**config.mk**
```make
export PLATFORM = sky130hd
export DESIGN_NAME = video_rect_blend_core
export DESIGN_NICKNAME = d
export VERILOG_FILES = /design/src/rtl/video_rect_blend_pkg.sv /design/src/rtl/video_rect_blend_csr.sv /design/src/rtl/video_rect_blend_core.sv
export SDC_FILE = /design/constraint.sdc
export NUM_CORES = 1
export LEC_CHECK = 0
export CAP_MARGIN = 15
export CORE_AREA = 2 2 165 167
export CTS_BUF_LIST = sky130_fd_sc_hd__clkbuf_8
export CTS_CLUSTER_DIAMETER = 50
export CTS_CLUSTER_SIZE = 12
export DETAILED_ROUTE_END_ITERATION = 6
export DIE_AREA = 0 0 167 169
export MAX_ROUTING_LAYER = met4
export PLACE_DENSITY_LB_ADDON = 0.08
export SYNTH_ARGS = -nofsm -noshare
export SYNTH_HDL_FRONTEND = slang
export SYNTH_SLANG_ARGS = --single-unit
```
**constraint.sdc**
```tcl
create_clock -name clk -period 5.4 [get_ports clk]
set_input_delay 1.62 -clock clk [delete_from_list [all_inputs] [get_ports clk]]
set_output_delay 1.62 -clock clk [all_outputs]
set_load 0.005 [all_outputs]
```
**src/rtl/video_rect_blend_pkg.sv**
```systemverilog
// Shared types for the rectangle blend core: stream frame counters, CSR map,
// rectangle configuration and the per-channel blend arithmetic.
package video_rect_blend_pkg;

    // Frame counter widths (same values as vga.svh, kept here so the slice is self-contained).
    localparam int H_SIZE = 10;
    localparam int V_SIZE = 10;

    typedef struct packed {
        logic              frame_start;
        logic [H_SIZE-1:0] hc;
        logic [V_SIZE-1:0] vc;
    } vga_fc_t;

    localparam logic [2:0] CSR_CTRL   = 3'd0;
    localparam logic [2:0] CSR_XRANGE = 3'd1;
    localparam logic [2:0] CSR_YRANGE = 3'd2;
    localparam logic [2:0] CSR_COLOR  = 3'd3;
    localparam logic [2:0] CSR_ALPHA  = 3'd4;

    localparam int         CFG_RGB_W = 12;
    localparam logic [4:0] ALPHA_ONE = 5'd16;

    typedef struct packed {
        logic                 enable;
        logic [15:0]          x0;
        logic [15:0]          x1;
        logic [15:0]          y0;
        logic [15:0]          y1;
        logic [CFG_RGB_W-1:0] color;
        logic [4:0]           alpha;
    } rect_cfg_t;

    // (a*c + (16-a)*p + 8) >> 4 for channels up to 8 bits, result truncated to w bits.
    function automatic logic [7:0] blend_ch(input logic [4:0] a, input logic [7:0] c,
                                            input logic [7:0] p, input int w);
        logic [12:0] acc;
        logic [7:0]  res;
        acc = 13'(a) * 13'(c) + 13'(ALPHA_ONE - a) * 13'(p) + 13'd8;
        res = 8'(acc >> 4);
        for (int i = 0; i < 8; i++) begin
            if (i >= w) begin
                res[i] = 1'b0;
            end
        end
        return res;
    endfunction

endpackage

```
**src/rtl/video_rect_blend_csr.sv**
```systemverilog
// Write-only CSR block: pending register set written over Avalon, copied into
// the active set on the frame-origin beat.
module video_rect_blend_csr
    import video_rect_blend_pkg::*;
#(
    parameter int RGB_SIZE = 12
) (
    input  logic        clk,
    input  logic        rst,
    input  logic [2:0]  avs_address,
    input  logic        avs_write,
    input  logic [31:0] avs_writedata,
    input  logic        shadow_load,
    output rect_cfg_t   cfg
);

    rect_cfg_t pend_q, pend_d;
    rect_cfg_t act_q, act_d;

    always_comb begin
        pend_d = pend_q;
        act_d  = act_q;
        // Active takes the pending value as it stood before any write in this cycle.
        if (shadow_load) begin
            act_d = pend_q;
        end
        if (avs_write) begin
            case (avs_address)
                CSR_CTRL: pend_d.enable = avs_writedata[0];
                CSR_XRANGE: begin
                    pend_d.x0 = avs_writedata[15:0];
                    pend_d.x1 = avs_writedata[31:16];
                end
                CSR_YRANGE: begin
                    pend_d.y0 = avs_writedata[15:0];
                    pend_d.y1 = avs_writedata[31:16];
                end
                CSR_COLOR: pend_d.color = CFG_RGB_W'(avs_writedata[RGB_SIZE-1:0]);
                CSR_ALPHA: pend_d.alpha = (avs_writedata[4:0] > ALPHA_ONE) ? ALPHA_ONE
                                                                           : avs_writedata[4:0];
                default: ;
            endcase
        end
    end

    always_ff @(posedge clk or negedge rst) begin
        if (!rst) begin
            pend_q <= '0;
            act_q  <= '0;
        end else begin
            pend_q <= pend_d;
            act_q  <= act_d;
        end
    end

    // The origin beat itself already belongs to the new frame, so it sees the incoming set.
    assign cfg = shadow_load ? pend_q : act_q;

endmodule

```
**src/rtl/video_rect_blend_core.sv**
```systemverilog
// Daisy-chain stream core: alpha-blends one solid rectangle onto the pixel
// stream through a 2-stage vld/rdy pipeline.
module video_rect_blend_core
    import video_rect_blend_pkg::*;
#(
    parameter int RSIZE    = 4,
    parameter int GSIZE    = 4,
    parameter int BSIZE    = 4,
    parameter int RGB_SIZE = RSIZE + GSIZE + BSIZE
) (
    input  logic                clk,
    input  logic                rst,
    input  logic [2:0]          avs_address,
    input  logic                avs_write,
    input  logic [31:0]         avs_writedata,
    input  vga_fc_t             src_fc,
    input  logic                src_vld,
    input  logic [RGB_SIZE-1:0] src_rgb,
    output logic                src_rdy,
    output vga_fc_t             snk_fc,
    output logic                snk_vld,
    output logic [RGB_SIZE-1:0] snk_rgb,
    input  logic                snk_rdy
);

    localparam int B_LO = 0;
    localparam int G_LO = BSIZE;
    localparam int R_LO = BSIZE + GSIZE;

    logic                s1_vld_q, s1_vld_d;
    logic [RGB_SIZE-1:0] s1_rgb_q, s1_rgb_d;
    vga_fc_t             s1_fc_q, s1_fc_d;
    logic                s1_hit_q, s1_hit_d;
    logic [RGB_SIZE-1:0] s1_color_q, s1_color_d;
    logic [4:0]          s1_alpha_q, s1_alpha_d;
    logic                s2_vld_q, s2_vld_d;
    logic [RGB_SIZE-1:0] s2_rgb_q, s2_rgb_d;
    vga_fc_t             s2_fc_q, s2_fc_d;

    logic                adv;
    logic                origin_beat;
    logic                hit;
    logic [RGB_SIZE-1:0] blend_rgb;
    rect_cfg_t           cfg;

    assign adv         = ~s2_vld_q | snk_rdy;
    assign src_rdy     = adv;
    assign origin_beat = src_vld && adv && (src_fc.hc == '0) && (src_fc.vc == '0);

    video_rect_blend_csr #(
        .RGB_SIZE (RGB_SIZE)
    ) u_csr (
        .clk           (clk),
        .rst           (rst),
        .avs_address   (avs_address),
        .avs_write     (avs_write),
        .avs_writedata (avs_writedata),
        .shadow_load   (origin_beat),
        .cfg           (cfg)
    );

    // Inclusive unsigned bounds; x0>x1 or y0>y1 can never match.
    assign hit = cfg.enable
              && (16'(src_fc.hc) >= cfg.x0) && (16'(src_fc.hc) <= cfg.x1)
              && (16'(src_fc.vc) >= cfg.y0) && (16'(src_fc.vc) <= cfg.y1);

    assign blend_rgb[R_LO +: RSIZE] = RSIZE'(blend_ch(s1_alpha_q, 8'(s1_color_q[R_LO +: RSIZE]),
                                                      8'(s1_rgb_q[R_LO +: RSIZE]), RSIZE));
    assign blend_rgb[G_LO +: GSIZE] = GSIZE'(blend_ch(s1_alpha_q, 8'(s1_color_q[G_LO +: GSIZE]),
                                                      8'(s1_rgb_q[G_LO +: GSIZE]), GSIZE));
    assign blend_rgb[B_LO +: BSIZE] = BSIZE'(blend_ch(s1_alpha_q, 8'(s1_color_q[B_LO +: BSIZE]),
                                                      8'(s1_rgb_q[B_LO +: BSIZE]), BSIZE));

    always_comb begin
        s1_vld_d   = s1_vld_q;
        s1_rgb_d   = s1_rgb_q;
        s1_fc_d    = s1_fc_q;
        s1_hit_d   = s1_hit_q;
        s1_color_d = s1_color_q;
        s1_alpha_d = s1_alpha_q;
        s2_vld_d   = s2_vld_q;
        s2_rgb_d   = s2_rgb_q;
        s2_fc_d    = s2_fc_q;
        // Colour and alpha travel with the pixel so a frame-origin reload cannot touch beats in flight.
        if (adv) begin
            s1_vld_d   = src_vld;
            s1_rgb_d   = src_rgb;
            s1_fc_d    = src_fc;
            s1_hit_d   = hit;
            s1_color_d = RGB_SIZE'(cfg.color);
            s1_alpha_d = cfg.alpha;
            s2_vld_d   = s1_vld_q;
            s2_rgb_d   = s1_hit_q ? blend_rgb : s1_rgb_q;
            s2_fc_d    = s1_fc_q;
        end
    end

    always_ff @(posedge clk or negedge rst) begin
        if (!rst) begin
            s1_vld_q   <= 1'b0;
            s1_rgb_q   <= '0;
            s1_fc_q    <= '0;
            s1_hit_q   <= 1'b0;
            s1_color_q <= '0;
            s1_alpha_q <= '0;
            s2_vld_q   <= 1'b0;
            s2_rgb_q   <= '0;
            s2_fc_q    <= '0;
        end else begin
            s1_vld_q   <= s1_vld_d;
            s1_rgb_q   <= s1_rgb_d;
            s1_fc_q    <= s1_fc_d;
            s1_hit_q   <= s1_hit_d;
            s1_color_q <= s1_color_d;
            s1_alpha_q <= s1_alpha_d;
            s2_vld_q   <= s2_vld_d;
            s2_rgb_q   <= s2_rgb_d;
            s2_fc_q    <= s2_fc_d;
        end
    end

    assign snk_vld = s2_vld_q;
    assign snk_rgb = s2_rgb_q;
    assign snk_fc  = s2_fc_q;

endmodule

```
==> impl_metrics.csv <==
group,metric,value,unit
synthesis,ys.flop_type,"dfrtp_1",
synthesis,seq_area_frac_synth,0.434,
sta,post-route-min-period,5120,ps
clock_tree,cts_max_path_buffers,3,
routing,routed_wl,30500,um
global_routing,antenna_found_initial,0,
synthesis,yosysMostFrequentCell,"dfrtp_1",
clock_tree,cts-root-buf,"clkbuf_8",
global_routing,grt_pass1_vias,10200,
clock_tree,clock-sinks,250,
setup_path,crit_family,"adder cells",
placement,gp_congestion,0.874,
flow_run,drv_cap,0,
outcome,status,"completed",
routing,avgViaCountPerCell,5.24,
power,peakVddDrop,0.299,mV
clock_tree,postCtsHoldBufs,0,
routing,antenna_left,0,
layout,num-fill-cells,2248,
sta,slew_violations,0,
synthesis,synth_warnings,0,
placement,place_area,16000,um^2
routing,wl_per_cell,16.8,um
layout,drive_gt1_frac,0.151,
sta,setup_viol_count_final,0,
setup_path,crit_required,5900,ps
die,die-area,28200,um^2
routing,vias,9507,
die,ios,108,
die,die_w,167,um
sta,skew,15.6,ps
die,core-area,26500,um^2
global_routing,grt_max_degree,111,
synthesis,syn_avg_cell_area,10.7,um^2
placement,dp_hpwl,22200,um
setup_path,path_buf_inv,3,
worst_hold_path,hold_path.class,"flip-flop to flip-flop",
placement,pre_cts_slack,-7.02,ps
power,p_leak,8.16,nW
layout,layout.nets,1695,
synthesis,synthCells,1346,
synthesis,synth_largest_area_cell,"dfrtp_1",
synthesis,async_flop_share,1.00,
die,core.rowCount,60,
layout,area_growth,15.0,%
layout,stdcell_area,16600,um^2
routing,drc_errors,0,
routing,first_pass_iters,4,
clock_tree,clk_latency,590,ps
power,p_per_area,349,nW/um^2
synthesis,yosys.area.top_type_share,0.434,
die,die_h,169,um
clock_tree,path_clk_slew,80,ps
sta,rsz0062_at_grt,"false",
synthesis,netlist_top_cells_area,"dfrtp_1 (43%), fa_1 (10%), mux2_2 (9.7%)",
placement,port_buffers,107,
sta,min_period_over_period,0.947,
synthesis,synth.distinct_cells,59,
setup_path,arrival,5620,ps
routing,drt_iter0_markers,463,
clock_tree,h-tree-depth,1,
sta,clock.fmax,195,MHz
setup_path,crit_path_start_kind,"flip-flop",
sta,maxSlewHeadroom,0.269,
die,start_util,0.544,
setup_path,crit_top_cell,"fa_1",
global_routing,grt_usage,0.236,
clock_tree,cts_tree,"done",
clock_tree,postCtsSetupRepairBufs,0,
setup_path,cp_max_fo,3,
clock_tree,cts_made_buffers,29,
synthesis,synth-edff-count,0,
setup_path,crit_slowest_cell,"fa_1",
synthesis,synth_seq_cells,250,
global_routing,grt_pass1_wl,52000,um
sta,report.final.hold_viol_count,0,
setup_path,path_class,"flip-flop to flip-flop",
sta,layout_setup_ws,284,ps
synthesis,synthTopCellsByCount,"dfrtp_1 (250), nand2_1 (234), inv_1 (145)",
global_routing,grt_overflow_total,0,
sta,worstMarginPinSlew,1090,ps
synthesis,syn_area,14400,um^2
layout,diodes,0,
layout,finish.utilization,0.626,
setup_path,cp-end-kind,"flip-flop",
setup_path,path_cells,"inv_1 > ha_2 > or3b_4 > xnor2_4 > and2_4 > fa_1 > fa_1 > fa_1 > inv_1 > fa_1 > inv_1 > ha_4 > and3_1 > a221o_1 > a21oi_2 > o21bai_1 > xnor3_1 > nand2_1 > a21oi_1",
synthesis,synth_nets,1583,
setup_path,slowest_delay,560,ps
-- logic make-up after synthesis --
group                    Yosys count  synth area share
AND/OR/NAND/NOR                  433             0.138
adder cells (fa/ha/maj)          164             0.180
AO/OA/AOI/OAI                     98            0.0420
flip-flops                       250             0.434
XOR/XNOR                          35            0.0254
buffers and inverters            203            0.0558
multiplexers                     163             0.125
-- sequential cells by signal, indices dropped and copies added (netlist names) --
signal and count:
snk_vld 1, snk_rgb 12, u_csr.pend_q 82, s1_hit_q 1, snk_fc 21, s1_rgb_q 12, s1_vld_q 1, s1_alpha_q 5
s1_color_q 12, s1_fc_q 21, u_csr.act_q 82
-- stage by stage --
stage	setup TNS, ps	power (mW)	cells	hold WS, ps
after floorplan	0	3.84	1346	430
after global placement	-33.2	4.39	1768	447
after detailed placement	-7.02	4.44	1768	453
after CTS	0	5.87	1813	470
after global routing	0	6.30	1813	493
final	0	5.79	1813	466
-- worst register-to-register path: cells and delay by family (launching register included) --
| kind | cells | cell delay, ps |
|---|---|---|
| flops | 1 | 380 |
| fa+ha+maj | 6 | 2480 |
| simple gates | 4 | 760 |
| xor+xnor | 2 | 490 |
| buf+inv | 3 | 200 |
| compound gates | 4 | 710 |
-- metal layers --
metal,vias up,part of all wire,track usage
li1,4566,-,-
met1,4747,0.44,0.307
met2,140,0.49,0.394
met3,54,0.033,0.0283
met4,0,0.029,0.0645
met5,-,0,-
-- final cells by class --
class,instances,area (um^2),area share
Clock buffer,32,440,0.0266
Multi-Input combinational cell,893,7400,0.446
Sequential cell,250,6260,0.377
Tap cell,341,427,0.0257
Clock inverter,13,163,0.00981
Inverter,146,548,0.0331
Timing Repair Buffer,138,1350,0.0812
-- worst paths after layout --
path                          startpoint                to  slack [ps]  depth (start not counted)
max reg2reg                s1_alpha_q[0]        snk_rgb[7]         280                         19
min                           snk_fc[17]        snk_fc[17]         470                          2
max                        s1_alpha_q[0]        snk_rgb[7]         280                         19
min in group asynchronous            rst  u_csr.pend_q[26]        1080                          1
min reg2reg                   snk_fc[17]        snk_fc[17]         470                          2
max in group asynchronous            rst       s1_rgb_q[3]        3260                          2
-- timing repair --
| item | 4_1_cts | 5_1_grt |
|---|---|---|
| endpoints found under the hold margin | 0 | 0 |
| resized for setup | 0 | 2 |
| setup endpoints to repair | 0 | 3 |
-- layout by cell type, fill, tap and decap left out, types with 5 or more instances in the layout --
cell,synthesis,final
ha_1,91,89
nor4_1,6,6
o21ai_0,21,21
a21oi_1,34,33
dfrtp_1,250,250
inv_1,145,146
clkdlybuf4s50_1,0,106
mux2_2,124,124
nor2_1,69,67
mux2i_1,34,34
buf_4,4,28
xnor2_1,26,26
a31o_2,5,5
nand4_1,8,8
a31oi_1,6,6
xor2_1,5,5
nand2_1,234,234
clkbuf_8,0,32
nor3_1,7,7
fa_1,73,73
nor2b_1,7,6
and2_1,74,73
a21o_1,7,7
nand2b_1,8,8
-- power breakdown --
group	switching, mW	total (mW)	internal [mW]
clock network	0.697	1.39	0.697
logic	1.08	2.12	1.03
registers	0.179	2.28	2.10
No activity file was read; power rests on OpenSTA's default activity.
